<file path="src/rtl/beamformer_pkg.sv">
// Shared definitions for the beamformer controller and the brambeamformer core:
// slice-phase constants, the top-level sequencing states and default widths.
package beamformer_pkg;

    localparam int BF_ADDR_W   = 11;
    localparam int BF_SAMPLE_W = 16;

    typedef logic [1:0] slice_t;

    localparam slice_t SLICE_IDLE_DELAY = 2'd0;
    localparam slice_t SLICE1           = 2'd1;
    localparam slice_t SLICE2           = 2'd2;
    localparam slice_t SLICE3           = 2'd3;

    typedef enum logic [1:0] {
        IDLE      = 2'd0,
        LOAD_WAIT = 2'd1,
        BEAMFORM  = 2'd2,
        READOUT   = 2'd3
    } bf_state_t;

    // Slice phases rotate 0,1,2,3,0,... one per clock while beamforming.
    function automatic slice_t next_slice(input slice_t s);
        return s + 2'd1;
    endfunction

endpackage

</file>
<file path="src/rtl/beamformer_controller_if.sv">
// Control bus between the sequencing controller (master) and brambeamformer (slave).
interface beamformer_controller_if import beamformer_pkg::*; #(
    parameter int ADDR_W   = BF_ADDR_W,
    parameter int SAMPLE_W = BF_SAMPLE_W
);

    logic                startbeamformer;
    logic                readinen;
    logic                sumouten;
    logic [ADDR_W-1:0]   readin_address;
    logic [ADDR_W-1:0]   sumout_address;
    logic [SAMPLE_W-1:0] sample_index;
    slice_t              slice_state;
    logic                usedataflag;

    modport master (
        output startbeamformer,
        output readinen,
        output sumouten,
        output readin_address,
        output sumout_address,
        output sample_index,
        output slice_state,
        input  usedataflag
    );

    modport slave (
        input  startbeamformer,
        input  readinen,
        input  sumouten,
        input  readin_address,
        input  sumout_address,
        input  sample_index,
        input  slice_state,
        output usedataflag
    );

endinterface

</file>
<file path="src/rtl/beamformer_controller_readout_pacer.sv">
// Sum-buffer address generator. Holds each address for READOUT_DIV clocks while
// running and pulses strobe on the last clock of each hold. Outside the paced
// drain the address can be cleared, or bumped by one per event.
module bf_readout_pacer #(
    parameter int ADDR_W      = 11,
    parameter int OUT_DEPTH   = 2048,
    parameter int READOUT_DIV = 4
) (
    input  logic              clk,
    input  logic              rst_n,
    input  logic              clr,      // address/hold to 0, no strobe
    input  logic              load,     // address/hold to 0, paced drain starts next cycle
    input  logic              run,      // paced drain active this cycle
    input  logic              bump,     // unpaced +1 (ignored while clr/load/run)
    output logic [ADDR_W-1:0] addr,
    output logic              strobe,
    output logic              last      // current cycle ends the hold of the final address
);

    localparam int HOLD_W = (READOUT_DIV > 1) ? $clog2(READOUT_DIV) : 1;
    localparam logic [HOLD_W-1:0] HOLD_LAST = HOLD_W'(READOUT_DIV - 1);
    localparam logic [ADDR_W-1:0] ADDR_LAST = ADDR_W'(OUT_DEPTH - 1);
    // With a one-clock hold every drain cycle is a strobe cycle.
    localparam logic DIV_ONE = (READOUT_DIV == 1);

    logic [HOLD_W-1:0] hold_q;
    logic              hold_end;

    assign hold_end = (hold_q == HOLD_LAST);
    assign last     = hold_end && (addr == ADDR_LAST);

    // Hold counter, address and registered strobe; strobe is precomputed so it
    // is high exactly during the final clock of each hold.
    always_ff @(posedge clk or negedge rst_n) begin
        if (!rst_n) begin
            addr   <= '0;
            hold_q <= '0;
            strobe <= 1'b0;
        end else begin
            strobe <= 1'b0;
            if (clr) begin
                addr   <= '0;
                hold_q <= '0;
            end else if (load) begin
                addr   <= '0;
                hold_q <= '0;
                strobe <= DIV_ONE;
            end else if (run) begin
                if (hold_end) begin
                    hold_q <= '0;
                    if (addr != ADDR_LAST) begin
                        addr   <= addr + ADDR_W'(1);
                        strobe <= DIV_ONE;
                    end
                end else begin
                    hold_q <= hold_q + HOLD_W'(1);
                    strobe <= ((hold_q + HOLD_W'(1)) == HOLD_LAST);
                end
            end else if (bump) begin
                addr <= addr + ADDR_W'(1);
            end
        end
    end

endmodule

</file>
<file path="src/rtl/beamformer_controller.sv">
// Sequencing controller for brambeamformer: per start pulse it waits for the
// BRAMs to load, runs the slice-cycled beamforming pass over every read-in
// address, then drains the summed buffer at a paced rate.
module beamformer_controller import beamformer_pkg::*; #(
    parameter int ADDR_W      = BF_ADDR_W,
    parameter int SAMPLE_W    = BF_SAMPLE_W,
    parameter int NUM_SAMPLES = 2048,
    parameter int OUT_DEPTH   = 2048,
    parameter int LOAD_DELAY  = 10,     // must be >= 1
    parameter int SAMPLE_INIT = -2,
    parameter int READOUT_DIV = 4
) (
    input  logic                    clk,
    input  logic                    rst_n,
    input  logic                    start,
    input  logic                    abort,
    beamformer_controller_if.master bus,
    output logic                    out_strobe,
    output logic                    busy,
    output logic                    done
);

    localparam int LOAD_W = (LOAD_DELAY > 1) ? $clog2(LOAD_DELAY) : 1;
    localparam logic [LOAD_W-1:0]   LOAD_LAST   = LOAD_W'(LOAD_DELAY - 1);
    localparam logic [ADDR_W-1:0]   READIN_LAST = ADDR_W'(NUM_SAMPLES - 1);
    // Starting below zero lines sample_index up with the 2-cycle BRAM read latency.
    localparam logic [SAMPLE_W-1:0] SAMPLE_RST  = SAMPLE_W'(SAMPLE_INIT);

    bf_state_t           state_q, state_d;
    logic                startbf_q, startbf_d;
    logic                readinen_q, readinen_d;
    logic                sumouten_q, sumouten_d;
    slice_t              slice_q, slice_d;
    logic [SAMPLE_W-1:0] sample_q, sample_d;
    logic [ADDR_W-1:0]   readin_q, readin_d;
    logic [LOAD_W-1:0]   load_cnt_q, load_cnt_d;
    logic                busy_q, busy_d;
    logic                done_q, done_d;
    logic                flag_q;

    logic                p_clr, p_load, p_run, p_bump, p_last;
    logic [ADDR_W-1:0]   p_addr;
    logic                p_strobe;

    bf_readout_pacer #(
        .ADDR_W      (ADDR_W),
        .OUT_DEPTH   (OUT_DEPTH),
        .READOUT_DIV (READOUT_DIV)
    ) u_pacer (
        .clk    (clk),
        .rst_n  (rst_n),
        .clr    (p_clr),
        .load   (p_load),
        .run    (p_run),
        .bump   (p_bump),
        .addr   (p_addr),
        .strobe (p_strobe),
        .last   (p_last)
    );

    // State register and registered outputs; usedataflag is sampled every
    // clock so its falling edge is seen as flag_q=1 with the live input at 0.
    always_ff @(posedge clk or negedge rst_n) begin
        if (!rst_n) begin
            state_q    <= IDLE;
            startbf_q  <= 1'b0;
            readinen_q <= 1'b0;
            sumouten_q <= 1'b0;
            slice_q    <= SLICE_IDLE_DELAY;
            sample_q   <= SAMPLE_RST;
            readin_q   <= '0;
            load_cnt_q <= '0;
            busy_q     <= 1'b0;
            done_q     <= 1'b0;
            flag_q     <= 1'b0;
        end else begin
            state_q    <= state_d;
            startbf_q  <= startbf_d;
            readinen_q <= readinen_d;
            sumouten_q <= sumouten_d;
            slice_q    <= slice_d;
            sample_q   <= sample_d;
            readin_q   <= readin_d;
            load_cnt_q <= load_cnt_d;
            busy_q     <= busy_d;
            done_q     <= done_d;
            flag_q     <= bus.usedataflag;
        end
    end

    // Next state and next output values; abort outside IDLE overrides every
    // state and leaves addresses and sample_index where they were.
    always_comb begin
        state_d    = state_q;
        startbf_d  = 1'b0;
        readinen_d = 1'b0;
        sumouten_d = 1'b0;
        slice_d    = SLICE_IDLE_DELAY;
        sample_d   = sample_q;
        readin_d   = readin_q;
        load_cnt_d = load_cnt_q;
        busy_d     = busy_q;
        done_d     = 1'b0;
        p_clr      = 1'b0;
        p_load     = 1'b0;
        p_run      = 1'b0;
        p_bump     = 1'b0;

        if (state_q != IDLE && abort) begin
            state_d = IDLE;
            busy_d  = 1'b0;
        end else begin
            case (state_q)
                IDLE: begin
                    busy_d = 1'b0;
                    if (start && !abort) begin
                        state_d    = LOAD_WAIT;
                        busy_d     = 1'b1;
                        load_cnt_d = '0;
                        sample_d   = SAMPLE_RST;
                        readin_d   = '0;
                        p_clr      = 1'b1;
                    end
                end
                LOAD_WAIT: begin
                    busy_d = 1'b1;
                    if (load_cnt_q == LOAD_LAST) begin
                        state_d    = BEAMFORM;
                        startbf_d  = 1'b1;
                        readinen_d = 1'b1;
                    end else begin
                        load_cnt_d = load_cnt_q + LOAD_W'(1);
                    end
                end
                BEAMFORM: begin
                    busy_d     = 1'b1;
                    startbf_d  = 1'b1;
                    readinen_d = 1'b1;
                    slice_d    = next_slice(slice_q);
                    p_bump     = flag_q && !bus.usedataflag;
                    if (slice_q != SLICE_IDLE_DELAY)
                        sample_d = sample_q + SAMPLE_W'(1);
                    if (slice_q == SLICE3) begin
                        if (readin_q == READIN_LAST) begin
                            state_d    = READOUT;
                            readin_d   = '0;
                            slice_d    = SLICE_IDLE_DELAY;
                            startbf_d  = 1'b0;
                            readinen_d = 1'b0;
                            sumouten_d = 1'b1;
                            p_load     = 1'b1;
                        end else begin
                            readin_d = readin_q + ADDR_W'(1);
                        end
                    end
                end
                READOUT: begin
                    busy_d     = 1'b1;
                    sumouten_d = 1'b1;
                    p_run      = 1'b1;
                    if (p_last) begin
                        state_d    = IDLE;
                        sumouten_d = 1'b0;
                        busy_d     = 1'b0;
                        done_d     = 1'b1;
                    end
                end
                default: begin
                    state_d = IDLE;
                    busy_d  = 1'b0;
                end
            endcase
        end
    end

    assign bus.startbeamformer = startbf_q;
    assign bus.readinen        = readinen_q;
    assign bus.sumouten        = sumouten_q;
    assign bus.readin_address  = readin_q;
    assign bus.sumout_address  = p_addr;
    assign bus.sample_index    = sample_q;
    assign bus.slice_state     = slice_q;
    assign out_strobe          = p_strobe;
    assign busy                = busy_q;
    assign done                = done_q;

endmodule

</file>
<file path="src/flat_wrapper.sv">
// flat-port wrapper written by rule: the top's interface ports become plain ports
module beamformer_controller_flat import beamformer_pkg::*;
#(
    parameter int ADDR_W      = BF_ADDR_W,
    parameter int SAMPLE_W    = BF_SAMPLE_W,
    parameter int NUM_SAMPLES = 2048,
    parameter int OUT_DEPTH   = 2048,
    parameter int LOAD_DELAY  = 10,                    
    parameter int SAMPLE_INIT = -2,
    parameter int READOUT_DIV = 4
)
  (clk, rst_n, start, abort, out_strobe, busy, done, bus_startbeamformer, bus_readinen, bus_sumouten, bus_readin_address, bus_sumout_address, bus_sample_index, bus_slice_state, bus_usedataflag);
  beamformer_controller_if #(.ADDR_W(ADDR_W), .SAMPLE_W(SAMPLE_W)) bus_i ();
  input  logic clk;
  input  logic rst_n;
  input  logic start;
  input  logic abort;
  output logic out_strobe;
  output logic busy;
  output logic done;
  output wire logic [$bits(bus_i.startbeamformer)-1:0] bus_startbeamformer;
  output wire logic [$bits(bus_i.readinen)-1:0] bus_readinen;
  output wire logic [$bits(bus_i.sumouten)-1:0] bus_sumouten;
  output wire logic [$bits(bus_i.readin_address)-1:0] bus_readin_address;
  output wire logic [$bits(bus_i.sumout_address)-1:0] bus_sumout_address;
  output wire logic [$bits(bus_i.sample_index)-1:0] bus_sample_index;
  output wire logic [$bits(bus_i.slice_state)-1:0] bus_slice_state;
  input wire logic [$bits(bus_i.usedataflag)-1:0] bus_usedataflag;
  assign bus_startbeamformer = bus_i.startbeamformer;
  assign bus_readinen = bus_i.readinen;
  assign bus_sumouten = bus_i.sumouten;
  assign bus_readin_address = bus_i.readin_address;
  assign bus_sumout_address = bus_i.sumout_address;
  assign bus_sample_index = bus_i.sample_index;
  assign bus_slice_state = bus_i.slice_state;
  assign bus_i.usedataflag = bus_usedataflag;
  beamformer_controller #(.ADDR_W(ADDR_W), .SAMPLE_W(SAMPLE_W), .NUM_SAMPLES(NUM_SAMPLES), .OUT_DEPTH(OUT_DEPTH), .LOAD_DELAY(LOAD_DELAY), .SAMPLE_INIT(SAMPLE_INIT), .READOUT_DIV(READOUT_DIV)) u_core (.clk(clk), .rst_n(rst_n), .start(start), .abort(abort), .bus(bus_i), .out_strobe(out_strobe), .busy(busy), .done(done));
endmodule
</file>
<file path="config.mk">
export PLATFORM = sky130hd
export DESIGN_NAME = beamformer_controller_flat
export DESIGN_NICKNAME = d
export VERILOG_FILES = /design/src/rtl/beamformer_pkg.sv /design/src/rtl/beamformer_controller_if.sv /design/src/rtl/beamformer_controller_readout_pacer.sv /design/src/rtl/beamformer_controller.sv /design/src/flat_wrapper.sv
export SDC_FILE = /design/constraint.sdc
export NUM_CORES = 1
export LEC_CHECK = 0
export CELL_PAD_IN_SITES_DETAIL_PLACEMENT = 1
export CELL_PAD_IN_SITES_GLOBAL_PLACEMENT = 2
export CORE_MARGIN = 3
export CORE_UTILIZATION = 29
export DETAILED_ROUTE_END_ITERATION = 8
export PLACE_DENSITY_LB_ADDON = 0.1
export SLEW_MARGIN = 40
export SYNTH_ARGS = -nofsm -noshare
export SYNTH_HDL_FRONTEND = slang
export SYNTH_SLANG_ARGS = --single-unit
</file>
<file path="constraint.sdc">
create_clock -name clk -period 4.45 [get_ports clk]
set_input_delay 0.445 -clock clk [delete_from_list [all_inputs] [get_ports clk]]
set_output_delay 0.445 -clock clk [all_outputs]
set_load 0.1 [all_outputs]
</file>
# Word-level counts from Yosys, hierarchy flattened
# Cells that the tools add are included.
dict set report word_totals {
  ff_bits 54
  input_bits 5
}
dict set report classes {
  n_bitwise 1
  n_eq_ne 21
  reduce_logical 19
  muxes 59
  addsub 6
}
# cell count
set op_table {}
lappend op_table {{$mux W11} 9}
lappend op_table {{$mux W16} 2}
lappend op_table {{$pmux W16 S2} 1}
lappend op_table {{$mux W2} 14}
lappend op_table {{$mux W1} 25}
lappend op_table {{$add A11 B1 Y11 const B} 2}
lappend op_table {{$eq A11 B11 Y1 const B} 2}
lappend op_table {{$pmux W11 S2} 1}
lappend op_table {{$add A16 B1 Y16 const B} 1}
lappend op_table {{$ne A3 B1 Y1 const B} 5}
lappend op_table {{$reduce_and A4 Y1} 3}
lappend op_table {{$ne A11 B11 Y1 const B} 1}
lappend op_table {{$eq A2 B2 Y1 const B} 5}
lappend op_table {{$mux W4} 2}
lappend op_table {{$ne A4 B2 Y1 const B} 2}
lappend op_table {{$pmux W2 S4} 1}
lappend op_table {{$pmux W4 S2} 1}
lappend op_table {{$reduce_bool A2 Y1} 4}
lappend op_table {{$ne A2 B1 Y1 const B} 3}
lappend op_table {{$reduce_and A5 Y1} 1}
lappend op_table {{$add A2 B1 Y2 const B} 2}
lappend op_table {{$add A4 B1 Y4 const B} 1}
lappend op_table {{$eq A4 B4 Y1 const B} 1}
lappend op_table {{$logic_and A1 B1 Y1} 4}
lappend op_table {{11 further kinds} 13}

# Depth between registers and ports, before layout
dict set report depth {
  depth_word 8
  mapped_depth 10
}

# Cells and area by module
# Synthesis repeated with hierarchy kept, for this count alone.
dict set report hier_totals {
  hier_cells 337
  area_unflattened_um2 3188.1
}
# module area_each_um2 cells_each instances
set by_module_without_submodules {}
lappend by_module_without_submodules {beamformer_controller 2283.4 244 1}
lappend by_module_without_submodules {bf_readout_pacer 904.6 93 1}

# Worst setup path before layout
# OpenSTA, ideal clock, no wires.
dict set report synth_path {
  kind {flip-flop to flip-flop}
  from {reg u_core.readin_q[0] (netlist: u_core.bus.readin_address[0])}
  to {reg u_core.readin_q[10] (netlist: u_core.bus.readin_address[10])}
  arrival_time_ns 2.458
  path_stages_with_launch 7
  path_slack_ns 1.861
  setup_time_ns 0.132
  n_path_buf 0
  cell_sequence {dfrtp_1 ha_1 nand3_1 nor4_2 nand2b_1 nor3b_1 nor2_1}
}
dict set report synth_between {
  elab_chain_cells 4
  word_cells_on_any_way 5
  classes_between {add/sub (1); eq/ne (1); mux (3)}
}
# element line_no
set synth_lines {}
lappend synth_lines {{from (decl)} beamformer_controller.sv:35} ;# logic [ADDR_W-1:0] readin_q, readin_d;
lappend synth_lines {{from (signal assigned)} beamformer_controller.sv:83} ;# readin_q <= readin_d;
lappend synth_lines {{$add A11 B1 Y11 / $eq A11 B11 Y1 (equally long branches)} {beamformer_controller.sv:153, beamformer_controller.sv:144}}
lappend synth_lines {{$mux W11 *} beamformer_controller.sv:144} ;# if (readin_q == READIN_LAST) begin
lappend synth_lines {{$mux W11 *} beamformer_controller.sv:143} ;# if (slice_q == SLICE3) begin
lappend synth_lines {{$pmux W11 S2 *} beamformer_controller.sv:113} ;# case (state_q)
# Every way passes the cells marked *; elsewhere a longest branch is shown, timed or not. The select of a mux whose other input is x is not followed.
# A chain may end at the register's enable or synchronous reset.

# Worst setup path in the final report
dict set report layout_path {
  from {in abort}
  to {reg u_core.u_pacer.addr[1]}
}
dict set report layout_between {
  elab_chain_cells 7
  word_cells_on_any_way 16
  classes_between {eq/ne (2); mux (9); reduce/logical (5)}
}
# element line_no
set layout_lines {}
lappend layout_lines {{from (decl)} flat_wrapper.sv:17} ;# input logic abort;
lappend layout_lines {{$logic_not A1 Y1} beamformer_controller.sv:116} ;# if (start && !abort) begin
lappend layout_lines {{$logic_and A1 B1 Y1} beamformer_controller.sv:116}
lappend layout_lines {{$mux W1} beamformer_controller.sv:116}
lappend layout_lines {{$mux W1} beamformer_controller.sv:113}
lappend layout_lines {{$mux W1} beamformer_controller.sv:109} ;# if (state_q != IDLE && abort) begin
lappend layout_lines {{$ne A4 B2 Y1 (no source line) / $reduce_bool A4 Y1 (equally long branches)} -}
lappend layout_lines {{$reduce_and A3 Y1 (no source line)} -}
lappend layout_lines {{to (signal assigned)} beamformer_controller_readout_pacer.sv:52} ;# addr <= addr + ADDR_W'(1);
lappend layout_lines {{to (signal assigned)} beamformer_controller_readout_pacer.sv:60} ;# addr <= addr + ADDR_W'(1);
lappend layout_lines {{to (decl)} beamformer_controller_readout_pacer.sv:15} ;# output logic [ADDR_W-1:0] addr,
# Several ways; a longest one is shown, not always the timed one.

==> impl_metrics.tcl <==
set metrics [dict create \
    crit_buf_inv 1 \
    post_cts_buffers 0 \
    stdcell_count 499 \
    drt_iter0_drc 58 \
    synth_ff_type "dfrtp_1" \
    synth_edf_count 0 \
    power_density_nw_per_um2 697 \
    clockRootBuffer "clkbuf_8" \
    port_buffers 50 \
    mostFrequentLayoutCell "buf_2" \
    viasPerCell 4.97 \
    dp_cells 490 \
    cp_top_family "buffers and inverters" \
    critPathMaxFanout 14 \
    arrival_ns 2.88 \
    setup_viol 0 \
    fin_nets 384 \
    grtUsageTotal_pct 14.0 \
    drv_slew 0 \
    ys_async_sr_fraction_pct 100 \
    rsz0062_at_grt "no" \
    cts_resized 0 \
    switching_power_mw 1.36 \
    antenna_found_initial 0 \
    fin_crit_ns 2.68 \
    wirelength_mm 7.75 \
    cts_tree "yes" \
    core_um2 9950 \
    r2r_cells 7 \
    nFillCells 1186 \
    worst_hold_slack_ns 0.259 \
    first_pass_iters 4 \
    area.growth.synth_to_final_pct 15.3 \
    r2r-end "u_core.u_pacer.addr[4]" \
    synth.lib_cells_used.distinct 52 \
    finalSetupTns_ns 0 \
    antenna_cells 0 \
    ys_seq_area_share_pct 45.2 \
    rows 36 \
    cts_buffers 5 \
    fin_ws_ns 1.77 \
    synth_area_leaders "dfrtp_1 (32%), dfstp_2 (13%), ha_1 (5.8%)" \
    path_clk_slew_ns 0.10 \
    synth_top_area_share_pct 32.2 \
    required_ns 4.64 \
    grt_pass1_wl_mm 13.1 \
    layout-drive-gt1-share_pct 22.4 \
    ys_ff_latch 54 \
    cts_sinks 54 \
    grt_max_degree 55 \
    dp_hpwl_mm 5.55 \
    final_antenna_net_count 0 \
    hold_buffers 0 \
    netlist_area_um2 3030 \
    ir_drop_uv 407 \
    clockPowerShare_pct 11.7 \
    drc 0 \
    cts-htree-levels 2 \
    fp.dieArea_um2 11700 \
    synth_warnings 0 \
    power.share.sequential_pct 32.3 \
    cp_slowest_stage_delay_ns 0.87 \
    start_util_pct 30.5 \
    finalClockSkew_ns 0.00617 \
    synth_nets 337 \
    p_leak_nw 1.56 \
    chipHeight_um 108 \
    routedWlPerCell_um 15.5 \
    switching_share_pct 55.7 \
    clock_latency_ns 0.31 \
    cp-start-kind "primary input" \
    r2r-start "u_core.state_q[1]" \
    post-place-ws_ns 1.41 \
    critPathSlowestCell "clkdlybuf4s50_1" \
    yosysTopAreaCell "dfrtp_1" \
    internal_power_mw 1.08 \
    hold_class "in -> async" \
    place.gp.congestion 0.730 \
    ios 51 \
    hold_viol_final 0 \
    finalCritPeriodShare_pct 60.3 \
    critPathKind "in -> reg" \
    syn_area_per_cell_um2 9.54 \
    worstPathCellList "clkdlybuf4s50_1 -> nand2b_1 -> and2_1 -> a31oi_2 -> mux2i_1 -> nor2_1" \
    layout_common_cells "buf_2 (47), nand2_1 (44), dfrtp_1 (39)" \
    tightest_slew_ns 0.693 \
    clock_path_buffers 2 \
    total_power_mw 2.44 \
    r2r_setup_slack_ns 1.83 \
    max-slew-margin-rel_pct 53.8 \
    max_freq_mhz 372 \
    synthCells 318 \
    grt_pass1_vias 2593 \
    drv_cap 0 \
    p_comb_share_pct 56.0 \
    die_w_um 108 \
    grt-ovfl-total 0 \
    dr_total_vias 2481 \
    status "finished, final reports clean" \
    crit_path_end_kind "flip-flop" \
]
-- area by class of cell --
class / instances / area, um^2 / area share (%)
Timing Repair Buffer: 52 / 280 / 8.01
Clock buffer: 8 / 80.1 / 2.29
Multi-Input combinational cell: 237 / 1540 / 44.2
Sequential cell: 54 / 1370 / 39.2
Tap cell: 133 / 166 / 4.76
Inverter: 15 / 56.3 / 1.61
-- worst register-to-register path, stage by stage, from the launching register on --
cell and delay (ns):
dfrtp_1 0.43, inv_1 0.14, ha_1 0.40, nand2b_1 0.39, and2_1 0.31, a31oi_2 0.28
or4_1 0.54, nand2_1 0.08
-- per-layer routing --
metal,up-vias,track usage (%),part of all wire [%]
li1,1222,-,-
met4,0,3.70,0.97
met1,1226,18.5,50
met3,5,2.39,2.5
met5,-,0,0
met2,28,23.6,47
-- state kept, by name (all words and copies together), names as in the netlist --
name                       cells
u_core.busy                    1
u_core.bus.sample_index       16
u_core.u_pacer.hold_q          2
u_core.u_pacer.strobe          1
u_core.done                    1
u_core.flag_q                  1
u_core.u_pacer.addr           11
u_core.bus.slice_state         2
u_core.bus.sumouten            1
u_core.load_cnt_q              4
u_core.bus.readin_address     11
u_core.state_q                 2
u_core.bus.readinen            1
-- cells in the mapped netlist (all sizes together) (2+ instances only) --
cell type  number
dfrtp          39
a22o            2
buf             8
inv            15
nand2b          7
nand3          17
ha             14
clkbuf          4
a31o            2
or2             4
a221oi          2
a21oi           8
nor2b           4
and3            7
and4            3
nand2          44
or3             2
nor2           23
nor3b           3
xnor2          10
a31oi           2
nand4          10
o211ai          4
nor3            7
a2111oi         2
nor4            6
xor2           10
a211o           2
dfstp          15
o31ai           2
o2111ai         2
and2            4
mux2i           3
o21ai          16
or4             3
-- worst max path at each step --
stage,startpoint,end,slack [ns],cells past startpoint
finish,abort,u_core.u_pacer.addr[1],1.77,6
global route,abort,u_core.u_pacer.addr[1],1.46,6
detailed placement,abort,u_core.u_pacer.addr[1],1.41,6
floorplan,u_core.bus.readin_address[0],u_core.bus.readin_address[10],1.86,6
global placement,abort,u_core.u_pacer.addr[1],1.24,6
CTS,u_core.state_q[0],u_core.bus.readin_address[5],1.64,6
-- power groups by stage --
stage	combinational (mW)	sequential [mW]	clock, mW
after floorplan	0.545	1.39	0
after global placement	1.44	0.800	0
after detailed placement	1.37	0.798	0
after CTS	1.38	0.792	0.295
after global routing	1.48	0.812	0.311
final	1.37	0.786	0.286
-- cells by family (layout without fill, tap and decap cells) --
family	Yosys count	count (layout)	synth area share, %
and+or+nand+nor	147	147	24.9
buffers and inverters	27	75	4.25
xor gates and xnor gates	20	20	5.77
AOI/OAI and AO/OA	52	52	12.8
DFF	54	54	45.2
adders and majority gates	14	14	5.77
muxes	4	4	1.36
-- metrics by stage --
stage	util (%)	cell area, um^2
final	35.1	3500
after global routing	35.1	3500
after CTS	35.0	3490
after detailed placement	34.2	3410
after global placement	36.5	3630
after floorplan	-	3030
Note: power is estimated with default switching activity, not from simulation.
